===== src/rtl/alu_seq16.sv =====
// Multi-cycle sequencer for the shared 8-bit ALU: runs 8/16-bit commands one byte per
// cycle, chains carry/borrow between passes and owns the architectural flag register F.
module alu_seq16 #(
  parameter logic [7:0] RESET_FLAGS = 8'h00
) (
  input  logic        clk,
  input  logic        reset,
  input  logic        start,
  input  logic [2:0]  cmd,
  input  logic [3:0]  op8,
  input  logic [15:0] opA,
  input  logic [15:0] opB,
  input  logic        flagsLoad,
  input  logic [7:0]  flagsIn,
  output logic        ready,
  output logic        busy,
  output logic        done,
  output logic [15:0] result,
  output logic [7:0]  flags,
  output logic [7:0]  aluA,
  output logic [7:0]  aluB,
  output logic [3:0]  aluOp,
  output logic        aluCin,
  input  logic [7:0]  aluRes,
  input  logic [7:0]  aluFlags
);

  typedef enum logic [1:0] {S_IDLE, S_LO, S_HI, S_DONE} state_t;

  localparam logic [2:0] CMD_OP8   = 3'd0;
  localparam logic [2:0] CMD_ADD16 = 3'd1;
  localparam logic [2:0] CMD_SUB16 = 3'd2;
  localparam logic [2:0] CMD_INC16 = 3'd3;
  localparam logic [2:0] CMD_DEC16 = 3'd4;

  localparam logic [3:0] OP_ADD = 4'b0000;
  localparam logic [3:0] OP_ADC = 4'b0001;
  localparam logic [3:0] OP_SUB = 4'b0010;
  localparam logic [3:0] OP_SBC = 4'b0011;

  localparam logic [7:0] FLAGS_RST = {RESET_FLAGS[7:4], 4'h0};

  state_t      state_q, state_d;
  logic [2:0]  cmd_q, cmd_d;
  logic [3:0]  op8_q, op8_d;
  logic [15:0] a_q, a_d, b_q, b_d;
  logic [15:0] result_q, result_d;
  logic [7:0]  flags_q, flags_d;
  logic        carry_q, carry_d;

  logic        accept;
  logic        is_step;   // INC16/DEC16 use a constant step instead of opB
  logic        is_sub;

  assign accept  = start && !flagsLoad;
  assign is_step = (cmd_q == CMD_INC16) || (cmd_q == CMD_DEC16);
  assign is_sub  = (cmd_q == CMD_SUB16) || (cmd_q == CMD_DEC16);

  // NOTE: sequential state uses non-blocking assignments so every register samples
  // pre-edge values, independent of process ordering.
  always_ff @(posedge clk or posedge reset) begin
    if (reset) state_q <= S_IDLE;
    else       state_q <= state_d;
  end

  always_comb begin
    // NOTE: default assignment first so no path through the case leaves state_d
    // unassigned, which would otherwise infer a latch.
    state_d = state_q;
    unique case (state_q)
      S_IDLE: if (accept) state_d = (cmd > CMD_DEC16) ? S_DONE : S_LO;
      S_LO:   state_d = (cmd_q == CMD_OP8) ? S_DONE : S_HI;
      S_HI:   state_d = S_DONE;
      S_DONE: state_d = S_IDLE;
      default: state_d = S_IDLE;
    endcase
  end

  always_comb begin
    ready  = (state_q == S_IDLE);
    busy   = (state_q == S_LO) || (state_q == S_HI);
    done   = (state_q == S_DONE);
    aluA   = 8'h00;
    aluB   = 8'h00;
    aluOp  = OP_ADD;
    aluCin = 1'b0;
    unique case (state_q)
      S_LO: begin
        aluA = a_q[7:0];
        aluB = is_step ? 8'h01 : b_q[7:0];
        if (cmd_q == CMD_OP8) begin
          aluOp  = op8_q;
          aluCin = flags_q[4];
        end else begin
          aluOp  = is_sub ? OP_SUB : OP_ADD;
        end
      end
      S_HI: begin
        aluA   = a_q[15:8];
        aluB   = is_step ? 8'h00 : b_q[15:8];
        aluOp  = is_sub ? OP_SBC : OP_ADC;
        aluCin = carry_q;
      end
      default: ;
    endcase
  end

  always_comb begin
    cmd_d    = cmd_q;
    op8_d    = op8_q;
    a_d      = a_q;
    b_d      = b_q;
    result_d = result_q;
    flags_d  = flags_q;
    carry_d  = carry_q;
    unique case (state_q)
      S_IDLE: begin
        if (flagsLoad) begin
          flags_d = {flagsIn[7:4], 4'h0};
        end else if (start) begin
          cmd_d = cmd;
          op8_d = op8;
          a_d   = opA;
          b_d   = opB;
          if (cmd > CMD_DEC16) result_d = 16'h0000;
        end
      end
      S_LO: begin
        result_d[7:0] = aluRes;
        carry_d       = aluFlags[4];
        if (cmd_q == CMD_OP8) begin
          result_d[15:8] = 8'h00;
          flags_d        = {aluFlags[7:4], 4'h0};
        end
      end
      S_HI: begin
        result_d[15:8] = aluRes;
        // ADD16 keeps the old Z; SUB16 derives Z from the whole 16-bit difference
        if (cmd_q == CMD_ADD16)
          flags_d = {flags_q[7], 1'b0, aluFlags[5:4], 4'h0};
        else if (cmd_q == CMD_SUB16)
          flags_d = {({aluRes, result_q[7:0]} == 16'h0000), 1'b1, aluFlags[5:4], 4'h0};
      end
      default: ;
    endcase
  end

  always_ff @(posedge clk or posedge reset) begin
    if (reset) begin
      cmd_q    <= 3'd0;
      op8_q    <= 4'd0;
      a_q      <= 16'h0000;
      b_q      <= 16'h0000;
      result_q <= 16'h0000;
      flags_q  <= FLAGS_RST;
      carry_q  <= 1'b0;
    end else begin
      cmd_q    <= cmd_d;
      op8_q    <= op8_d;
      a_q      <= a_d;
      b_q      <= b_d;
      result_q <= result_d;
      flags_q  <= flags_d;
      carry_q  <= carry_d;
    end
  end

  assign result = result_q;
  assign flags  = flags_q;

endmodule

===== config.mk =====
export PLATFORM = sky130hd
export DESIGN_NAME = alu_seq16
export DESIGN_NICKNAME = d
export VERILOG_FILES = /design/src/rtl/alu_seq16.sv
export SDC_FILE = /design/constraint.sdc
export NUM_CORES = 1
export LEC_CHECK = 0
export BUFFER_PORTS_ARGS = -buffer_cell sky130_fd_sc_hd__buf_2
export CAP_MARGIN = 20
export CORE_UTILIZATION = 44
export DETAILED_ROUTE_END_ITERATION = 10
export GPL_ROUTABILITY_DRIVEN = 0
export PLACE_DENSITY = 0.81
export SETUP_SLACK_MARGIN = 0.02
export SYNTH_ARGS = -nofsm -noshare
export SYNTH_HDL_FRONTEND = slang
export SYNTH_SLANG_ARGS = --single-unit

===== constraint.sdc =====
create_clock -name clk -period 1.7 [get_ports clk]
set_clock_uncertainty 0.1 [all_clocks]
set_input_delay 0.085 -clock clk [delete_from_list [all_inputs] [get_ports clk]]
set_output_delay 0.085 -clock clk [all_outputs]
set_load 0.01 [all_outputs]

==> results_dict.tcl, run 1 <==
set metrics [dict create \
    avgRoutedWirePerCell_um 21.6 \
    cp.arrival_ns 1.84 \
    antenna_found_initial 0 \
    p_leak_nw 2.75 \
    cp_num_buf_inv 4 \
    die_width_um 85.1 \
    vias_per_cell 5.58 \
    root_buffer "clkbuf_8" \
    hold_path.class "in -> reg" \
    ctsHtreeMaxLevel 3 \
    finalPower_mw 10.8 \
    seq_area_frac_synth 0.511 \
    startpoint "state_q[1]" \
    ys.warnings.count 0 \
    initial_core_util 0.467 \
    ant_nets 0 \
    grt_pass1_vias 3074 \
    crit_type "reg -> out" \
    setup_violations 72 \
    r2r_start "state_q[1]" \
    async_flop_share 1.00 \
    synth_common_cells "dfrtp_1 (62), mux2_2 (43), nand2_1 (29)" \
    rsz0062_at_grt "yes" \
    slowest_delay_ns 0.37 \
    drc 0 \
    pin_count 115 \
    synth_most_common_cell "dfrtp_1" \
    ir_drop_uv 1090 \
    num_antenna_cells 0 \
    clkTransAtPathRegs_ns 0.07 \
    first_iter_violations 231 \
    relSlewSlack 0.665 \
    grt_pass1_wl_mm 14.6 \
    ys.flop_type "dfrtp_1" \
    setup_tns_ns -9.05 \
    grt.overflow.total 0 \
    io_buffers 102 \
    grt_max_degree 43 \
    clockBufferDepth 2 \
    drtPass1Iterations 4 \
    drv_slew 0 \
    yosys-top-cells-area "dfrtp_1 (51%), mux2_2 (16%), a22oi_1 (4.2%), nand2_1 (3.6%), mux2i_1 (3.0%)" \
    tightest_slew_ns 0.502 \
    cts_buffers 9 \
    crit_cells 7 \
    cts_sinks 62 \
    timing.fmax_ghz 0.494 \
    stdcell_count 568 \
    hold_viol 0 \
    synth-seq-cells 62 \
    fin_nets 559 \
    dp_hpwl_mm 5.48 \
    area_growth_pct 81.0 \
    power.density_mw_per_mm2 1970 \
    syn_area_sq_mm 0.00304 \
    place_inst 466 \
    postSynthCellCount 272 \
    yosysTopAreaCell "dfrtp_1" \
    cpLargestDelayFamily "compound AO/OA/AOI/OAI gates" \
    startpoint_type "register" \
    outcome "finished with violations" \
    grt_use_total 0.267 \
    cp-endpoint "aluOp[1]" \
    post_dp_cell_area_sq_mm 0.00383 \
    synth_cell_types 39 \
    ff2ff_path_depth 9 \
    vias 3169 \
    syn_avg_cell_area_sq_um 11.2 \
    tritoncts "yes" \
    period_needed_ns 2.02 \
    synth_edf_count 0 \
    crit_chain "inv_2 > buf_6 > ha_4 > inv_8 > a2111oi_4 > a21boi_2 > buf_2" \
    num_rows 29 \
    worstPathRequired_ns 1.51 \
    crit_path_end_kind "output port" \
    synth.top_cell.area_share 0.511 \
    postLayoutCellArea_sq_mm 0.00550 \
    layout-drive-gt1-share 0.593 \
    violations "setup timing" \
    coreArea_sq_mm 0.00649 \
    maxCapViolations 0 \
    critical-path-slowest-cell "dfrtp_1" \
    die-area_sq_mm 0.00724 \
    critPathMaxFanout 4 \
    drt_wl_total_mm 12.3 \
    fin_ws_ns -0.325 \
    r2r_end "flags[5]" \
    r2r_slack_ns -0.24 \
    die_y_um 85.1 \
    period_share 1.19 \
    clock_latency_ns 0.35 \
]
## area by class of cell
class | instances | area, sq um
clock buffers | 10 | 128
clock inverters | 5 | 27.5
fillers | 305 | 1000
inverters | 18 | 81.3
multi-input cells | 177 | 1810
flip-flops and latches | 62 | 1560
well taps | 77 | 96.3
repair buffers | 219 | 1790
## sequential cells by signal, summed over array words and instances (netlist names)
signal   count
a_q         16
b_q         16
result      16
flags        4
op8_q        4
cmd_q        3
state_q      2
carry_q      1
## metrics by stage
stage,util,setup WS [ns],hold WS [ns]
global placement,0.590,-0.0258,0.0376
finish,0.846,-0.325,0.0187
detailed placement,0.590,-0.0841,0.0415
CTS,0.747,-0.228,0.0192
floorplan,-,0.0198,0.104
global route,0.846,-0.378,0.0360
## worst register-to-register path, stage by stage, from the launching register on
cell and delay [ns]:
dfrtp_1 0.37, inv_2 0.07, buf_6 0.12, ha_4 0.30, inv_8 0.05, buf_4 0.13
buf_6 0.12, buf_4 0.12, a22o_1 0.19, mux2_4 0.26
## timing repair
action | 4_1_cts | 5_1_grt
setup endpoints to repair | 81 | 82
hold endpoints to repair | 78 | 0
gates resized for setup | 55 | 91
buffers inserted | 13 | 15
hold buffers | 52 | 0
gates cloned | 0 | 8
pin swaps | 11 | 31
## routing by layer
layer | routed length [um] | up-vias | GRT usage
met1 | 4700 | 1564 | 0.303
met5 | 0 | - | 0
li1 | - | 1381 | -
met4 | 486 | 0 | 0.0971
met3 | 727 | 49 | 0.0603
met2 | 6350 | 175 | 0.490
## how the worst min path moves through the flow
| stage | start | end | slack (ns) | cells past startpoint |
|---|---|---|---|---|
| floorplan | reset | a_q[0] | 0.10 | 1 |
| global placement | reset | flags[5] | 0.04 | 2 |
| detailed placement | reset | flags[5] | 0.04 | 2 |
| CTS | flagsIn[4] | flags[4] | 0.02 | 3 |
| global route | flagsIn[4] | flags[4] | 0.04 | 3 |
| finish | flagsIn[4] | flags[4] | 0.02 | 3 |
## placed cells by master, fill, tap and decap left out, types with 3 or more instances in the layout
cell type and instances:
dfrtp_1 59, nand3_2 7, clkinv_2 4, buf_2 96
nand3_1 3, clkbuf_8 9, nand2_1 26, a22oi_2 15
dfrtp_2 3, mux2i_1 9, inv_1 13, buf_12 6
buf_8 5, nor4_1 4, nor2_4 5, conb_1 4
buf_4 39, mux2_4 37, clkbuf_16 5, nor2_1 10
dlygate4sd3_1 52, mux2_2 6, buf_6 16, o21ai_0 3
ha_4 4, nor2_2 7
## cells by family (layout without fill, tap and decap cells)
logic type      count (synthesis)  count (layout)  synth area share
simple gates                   76              76             0.115
flops                          62              62             0.511
mux                            52              52             0.189
compound gates                 40              40             0.103
buf+inv                        36             252            0.0598
fa+ha+maj                       5               5            0.0206
other cells                     1               4           0.00124
## power breakdown
part / switching (mW) / internal (mW)
registers: 0.558 / 2.17
clock network: 0.599 / 0.510
logic: 3.30 / 3.66
Power figures use the tool's default switching activity.
==> run 2, diff against run 1 <==
CORE_UTILIZATION = 49   (was 44)
HOLD_SLACK_MARGIN = 0.05   (was not set)
PLACE_DENSITY = 0.85   (was 0.81)
clock period = 1.93 ns   (was 1.7 ns; I/O delays follow)
==> run 2 against run 1 <==
Compared with the run above:
- the run still ends with setup timing left
- total power fell by 29%
- first-iteration DRC count decreased by 55%
- non-clock buffer count decreased by 42
- die area is 10% lower
- design area shrank 14%
- via count down 12%
- critical path depth grew 1
- core utilization fell by 5.5 points
- clock power rose by 13%
- hold slack gained 0.064 ns
- sequential share of layout area rose by 4.7 points
- critical endpoint is now aluOp[0]
- largest cell class is now sequential cells
==> results_dict.tcl, run 2 (synthesis results as in run 1) <==
set metrics [dict create \
    outcome "finished with violations" \
    violations "setup timing" \
    hold_viol 0 \
    wl_met3_um 560 \
    drt_wl_total_mm 9.18 \
    area_growth_pct 55.2 \
    rsz0062_at_grt "yes" \
    coreArea_sq_mm 0.00596 \
    die_y_um 80.7 \
    maxCapViolations 0 \
    grt.overflow.total 0 \
    postLayoutCellArea_sq_mm 0.00471 \
    crit_type "reg -> out" \
    tritoncts "yes" \
    num_rows 28 \
    finalPower_mw 7.71 \
    worstPathRequired_ns 1.73 \
    clkTransAtPathRegs_ns 0.07 \
    antenna_found_initial 0 \
    switching_power_mw 3.05 \
    num_antenna_cells 0 \
    ir_drop_uv 1420 \
    vias 2803 \
    cts_sinks 62 \
    fin_ws_ns -0.0893 \
    relSlewSlack 0.521 \
    whs_ns 0.0823 \
    post_dp_cell_area_sq_mm 0.00367 \
    final_cell_mix "buf_2 (99), dfrtp_1 (60), dlygate4sd3_1 (54), mux2_2 (43), nand2_1 (28)" \
    drtPass1Iterations 4 \
    power.density_mw_per_mm2 1640 \
    ctsHtreeMaxLevel 3 \
    highest_layer "met4" \
    clockPowerShare 0.162 \
    clock_latency_ns 0.33 \
    startpoint "state_q[1]" \
    crit_path_end_kind "output port" \
    p_leak_nw 2.29 \
    vias_per_cell 5.34 \
    wl_met1_mm 3.51 \
    initial_core_util 0.510 \
    startpoint_type "register" \
    tightest_slew_ns 0.711 \
    root_buffer "clkbuf_8" \
    fin_nets 517 \
    first_iter_violations 105 \
    grt_pass1_vias 2889 \
    dp_hpwl_mm 5.04 \
    hold_path.class "in -> reg" \
    layout.core_utilization 0.791 \
    min_from "flagsIn[6]" \
    grt_pass1_wl_mm 13.9 \
    die-area_sq_mm 0.00651 \
    timing.fmax_ghz 0.495 \
    cts_buffers 9 \
    die_width_um 80.7 \
    sequentialPowerShare 0.309 \
    dr_wl_met2_mm 4.92 \
    avgRoutedWirePerCell_um 17.5 \
    grt_max_degree 40 \
    cp.arrival_ns 1.82 \
    period_share 1.05 \
    io_buffers 102 \
    pin_count 115 \
    ant_nets 0 \
    layout-drive-gt1-share 0.496 \
    clockBufferDepth 2 \
    period_needed_ns 2.02 \
    layout_commonest_cell "buf_2" \
    r2r_start "state_q[0]" \
    setup_violations 5 \
    switching_share 0.395 \
    power_frac_comb 0.529 \
    drv_slew 0 \
    p_int_mw 4.66 \
    critPathMaxFanout 4 \
    setup_tns_ns -0.292 \
    grt_use_total 0.292 \
    drc 0 \
]
==> run 2: cell count changes in the layout (fill, tap and decap cells not counted), sizes merged <==
cell         change
clkinvlp         -2
inv              +1
buf             -39
clkinv           -2
clkbuf           -3
bufinv           +2
dlygate4sd3      +2
==> run 2: area by class of cell <==
type / count / area (sq um)
Clock buffer: 12 / 145
Clock inverter: 4 / 70.1
Fill cell: 344 / 1250
Inverter: 18 / 70.1
Multi-Input combinational cell: 177 / 1500
Sequential cell: 62 / 1550
Tap cell: 75 / 93.8
Timing Repair Buffer: 177 / 1270
==> run 2: power groups by stage <==
stage / registers (mW) / clock network [mW] / logic [mW]
after floorplan: 2.23 / 0 / 2.23
after CTS: 2.30 / 1.26 / 3.60
after detailed placement: 2.29 / 0 / 3.26
after global routing: 2.44 / 1.32 / 4.38
final: 2.38 / 1.25 / 4.08
after global placement: 2.25 / 0 / 3.16
==> run 2: timing repair <==
action | in CTS | in global routing
buffers inserted | 4 | 2
hold buffers | 54 | 0
pin swaps | 4 | 11
gates resized for setup | 21 | 35
endpoints found under the setup margin | 21 | 38
hold endpoints to repair | 81 | 0
cloned | 0 | 0
==> run 2: through the flow <==
step / worst slack (ns) / cells
after floorplan: 0.0388 / 275
after global placement: 0.102 / 450
after detailed placement: 0.0463 / 450
after CTS: -0.0381 / 524
after global routing: -0.164 / 525
final: -0.0893 / 525
==> run 2: routing by layer <==
metal | global-route usage | vias to the layer above
li1 | - | 1299
met2 | 0.516 | 140
met3 | 0.0784 | 20
met4 | 0.116 | 0
met5 | 0 | -
met1 | 0.333 | 1344
==> run 2: critical path, stage by stage (launching register included) <==
cell     delay (ns)
dfrtp_1        0.39
inv_2          0.12
ha_4           0.16
inv_4          0.04
nor4_4         0.29
buf_4          0.19
a21oi_2        0.05
nor2_1         0.10
buf_2          0.15
==> run 2: path summary, 6_finish.rpt <==
check	to	slack, ns	depth (start not counted)
setup / recovery	aluOp[0]	-0.09	8
hold / removal	flags[6]	0.08	4
setup reg to reg	flags[4]	0.03	8
hold reg to reg	result[7]	0.40	2
max in group asynchronous	cmd_q[1]	0.77	4
min in group asynchronous	a_q[14]	0.25	3
==> run 3, diff against run 2 <==
RECOVER_POWER = 50   (was not set)
==> run 3 against run 2 <==
Compared with the run above:
- the flow still finishes with violations (setup timing)
- combinational power about the same
- global-route usage unchanged
- total power decreased by 0.33%
- cell count unchanged
- sequential cell count unchanged
- setup slack improved by 0.028 ns
- count of clock-buffer cells in the layout unchanged
- critical path depth decreased by 1
- core utilization decreased by 0.50 points
- critical path type unchanged
==> results_dict.tcl, run 3 (synthesis results as in run 1) <==
set metrics [dict create \
    outcome "finished with violations" \
    violations "setup timing" \
    setup_violations 5 \
    crit_path_end_kind "output port" \
    avgRoutedWirePerCell_um 17.6 \
    die-area_sq_mm 0.00651 \
    grt.overflow.total 0 \
    clockPowerShare 0.163 \
    period_share 1.03 \
    fill_cells 363 \
    num_rows 28 \
    clkTransAtPathRegs_ns 0.07 \
    tightest_slew_ns 0.940 \
    fin_nets 517 \
    multi_input_area_sq_mm 0.00150 \
    coreArea_sq_mm 0.00596 \
    grt_use_total 0.292 \
    post_dp_cell_area_sq_mm 0.00367 \
    hold_path.class "in -> reg" \
    whs_path_depth 4 \
    place_inst 450 \
    cp.arrival_ns 1.79 \
    vias 2791 \
    num_antenna_cells 0 \
    die_y_um 80.7 \
    r2r_slack_ns 0.04 \
    power.density_mw_per_mm2 1640 \
    seq_area_sq_mm 0.00155 \
    layout_commonest_cell "buf_2" \
    whs_ns 0.0821 \
    postLayoutCellArea_sq_mm 0.00468 \
    switching_power_mw 3.06 \
    grt_pass1_vias 2889 \
    tritoncts "yes" \
    area_growth_pct 54.2 \
    drt_wl_total_mm 9.23 \
    drv_slew 0 \
    first_iter_violations 112 \
    clock_latency_ns 0.33 \
    ctsHtreeMaxLevel 3 \
    cts_buffers 9 \
    hold_viol 0 \
    critPathMaxFanout 4 \
    dp_hpwl_mm 5.04 \
    layout-drive-gt1-share 0.449 \
    p_int_mw 4.63 \
    final_cell_mix "buf_2 (80), dfrtp_1 (60), dlygate4sd3_1 (54), mux2_2 (43), nand2_1 (28)" \
    ant_nets 0 \
    period_needed_ns 1.99 \
    holdPathEnd "flags[6]" \
    fin_ws_ns -0.0614 \
    grt_max_degree 40 \
    pin_count 115 \
    switching_share 0.398 \
    worstPathRequired_ns 1.73 \
    ir_drop_uv 1420 \
    r2r_end "flags[4]" \
    vias_per_cell 5.32 \
    drc 0 \
    crit_type "reg -> out" \
    clockBufferDepth 2 \
    setup_tns_ns -0.245 \
    initial_core_util 0.510 \
    grt_pass1_wl_mm 13.9 \
    p_leak_nw 2.21 \
    maxCapViolations 0 \
    timing.fmax_ghz 0.502 \
    root_buffer "clkbuf_8" \
    r2r_start "state_q[0]" \
    cts_sinks 62 \
    die_width_um 80.7 \
    drtPass1Iterations 4 \
    startpoint_type "register" \
    min_from "flagsIn[6]" \
    ff2ff_path_depth 8 \
    sequentialPowerShare 0.310 \
    antenna_found_initial 0 \
    stdcell_count 525 \
    rsz0062_at_grt "yes" \
    io_buffers 102 \
    relSlewSlack 0.372 \
    power_frac_comb 0.527 \
]
run 3: critical path, cell delays in order (launching register included):
cell,delay (ns)
dfrtp_1,0.39
inv_2,0.12
ha_4,0.16
inv_4,0.04
nor4_4,0.28
buf_4,0.19
and3_4,0.18
buf_6,0.09
run 3: power groups by stage:
stage	clock [mW]	sequential (mW)	combinational, mW
4_1_cts	1.26	2.30	3.60
6_report	1.25	2.38	4.05
2_1_floorplan	0	2.23	2.23
3_3_place_gp	0	2.25	3.16
5_1_grt	1.32	2.45	4.34
3_5_place_dp	0	2.29	3.26
run 3: worst max-delay path by stage:
stage | from | to | slack [ns] | cells past startpoint
floorplan | state_q[0] | aluOp[1] | 0.04 | 5
global placement | state_q[1] | aluOp[0] | 0.10 | 8
detailed placement | state_q[1] | aluOp[0] | 0.05 | 8
CTS | state_q[1] | aluOp[0] | -0.04 | 8
global route | state_q[0] | aluOp[1] | -0.16 | 6
finish | state_q[1] | aluOp[3] | -0.06 | 7
run 3: through the flow:
| step | util | worst slack, ns | power (mW) |
|---|---|---|---|
| finish | 0.786 | -0.0614 | 7.69 |
| global route | 0.786 | -0.164 | 8.11 |
| CTS | 0.761 | -0.0381 | 7.15 |
| detailed placement | 0.616 | 0.0463 | 5.55 |
| global placement | 0.616 | 0.102 | 5.41 |
| floorplan | - | 0.0388 | 4.46 |
run 3: timing repair:
item,in CTS,in global routing
hold buffers,54,0
pin swaps,4,11
hold endpoints to repair,81,0
setup buffers,4,2
gates resized for setup,21,35
endpoints found under the setup margin,21,38
run 3: final cells by class:
class,instances,area share
inverters,18,0.0150
repair buffers,177,0.266
multi-input cells,177,0.321
clock inverters,4,0.0150
clock buffers,12,0.0310
well taps,75,0.0201
flip-flops and latches,62,0.332
run 3: metal layers:
layer  track usage  vias to the layer above  routed length (um)
met5             0                        -                   0
met4         0.116                        0                 148
met3        0.0784                       16                 553
met2         0.516                      125                4950
met1         0.333                     1348                3580
li1              -                     1302                   -
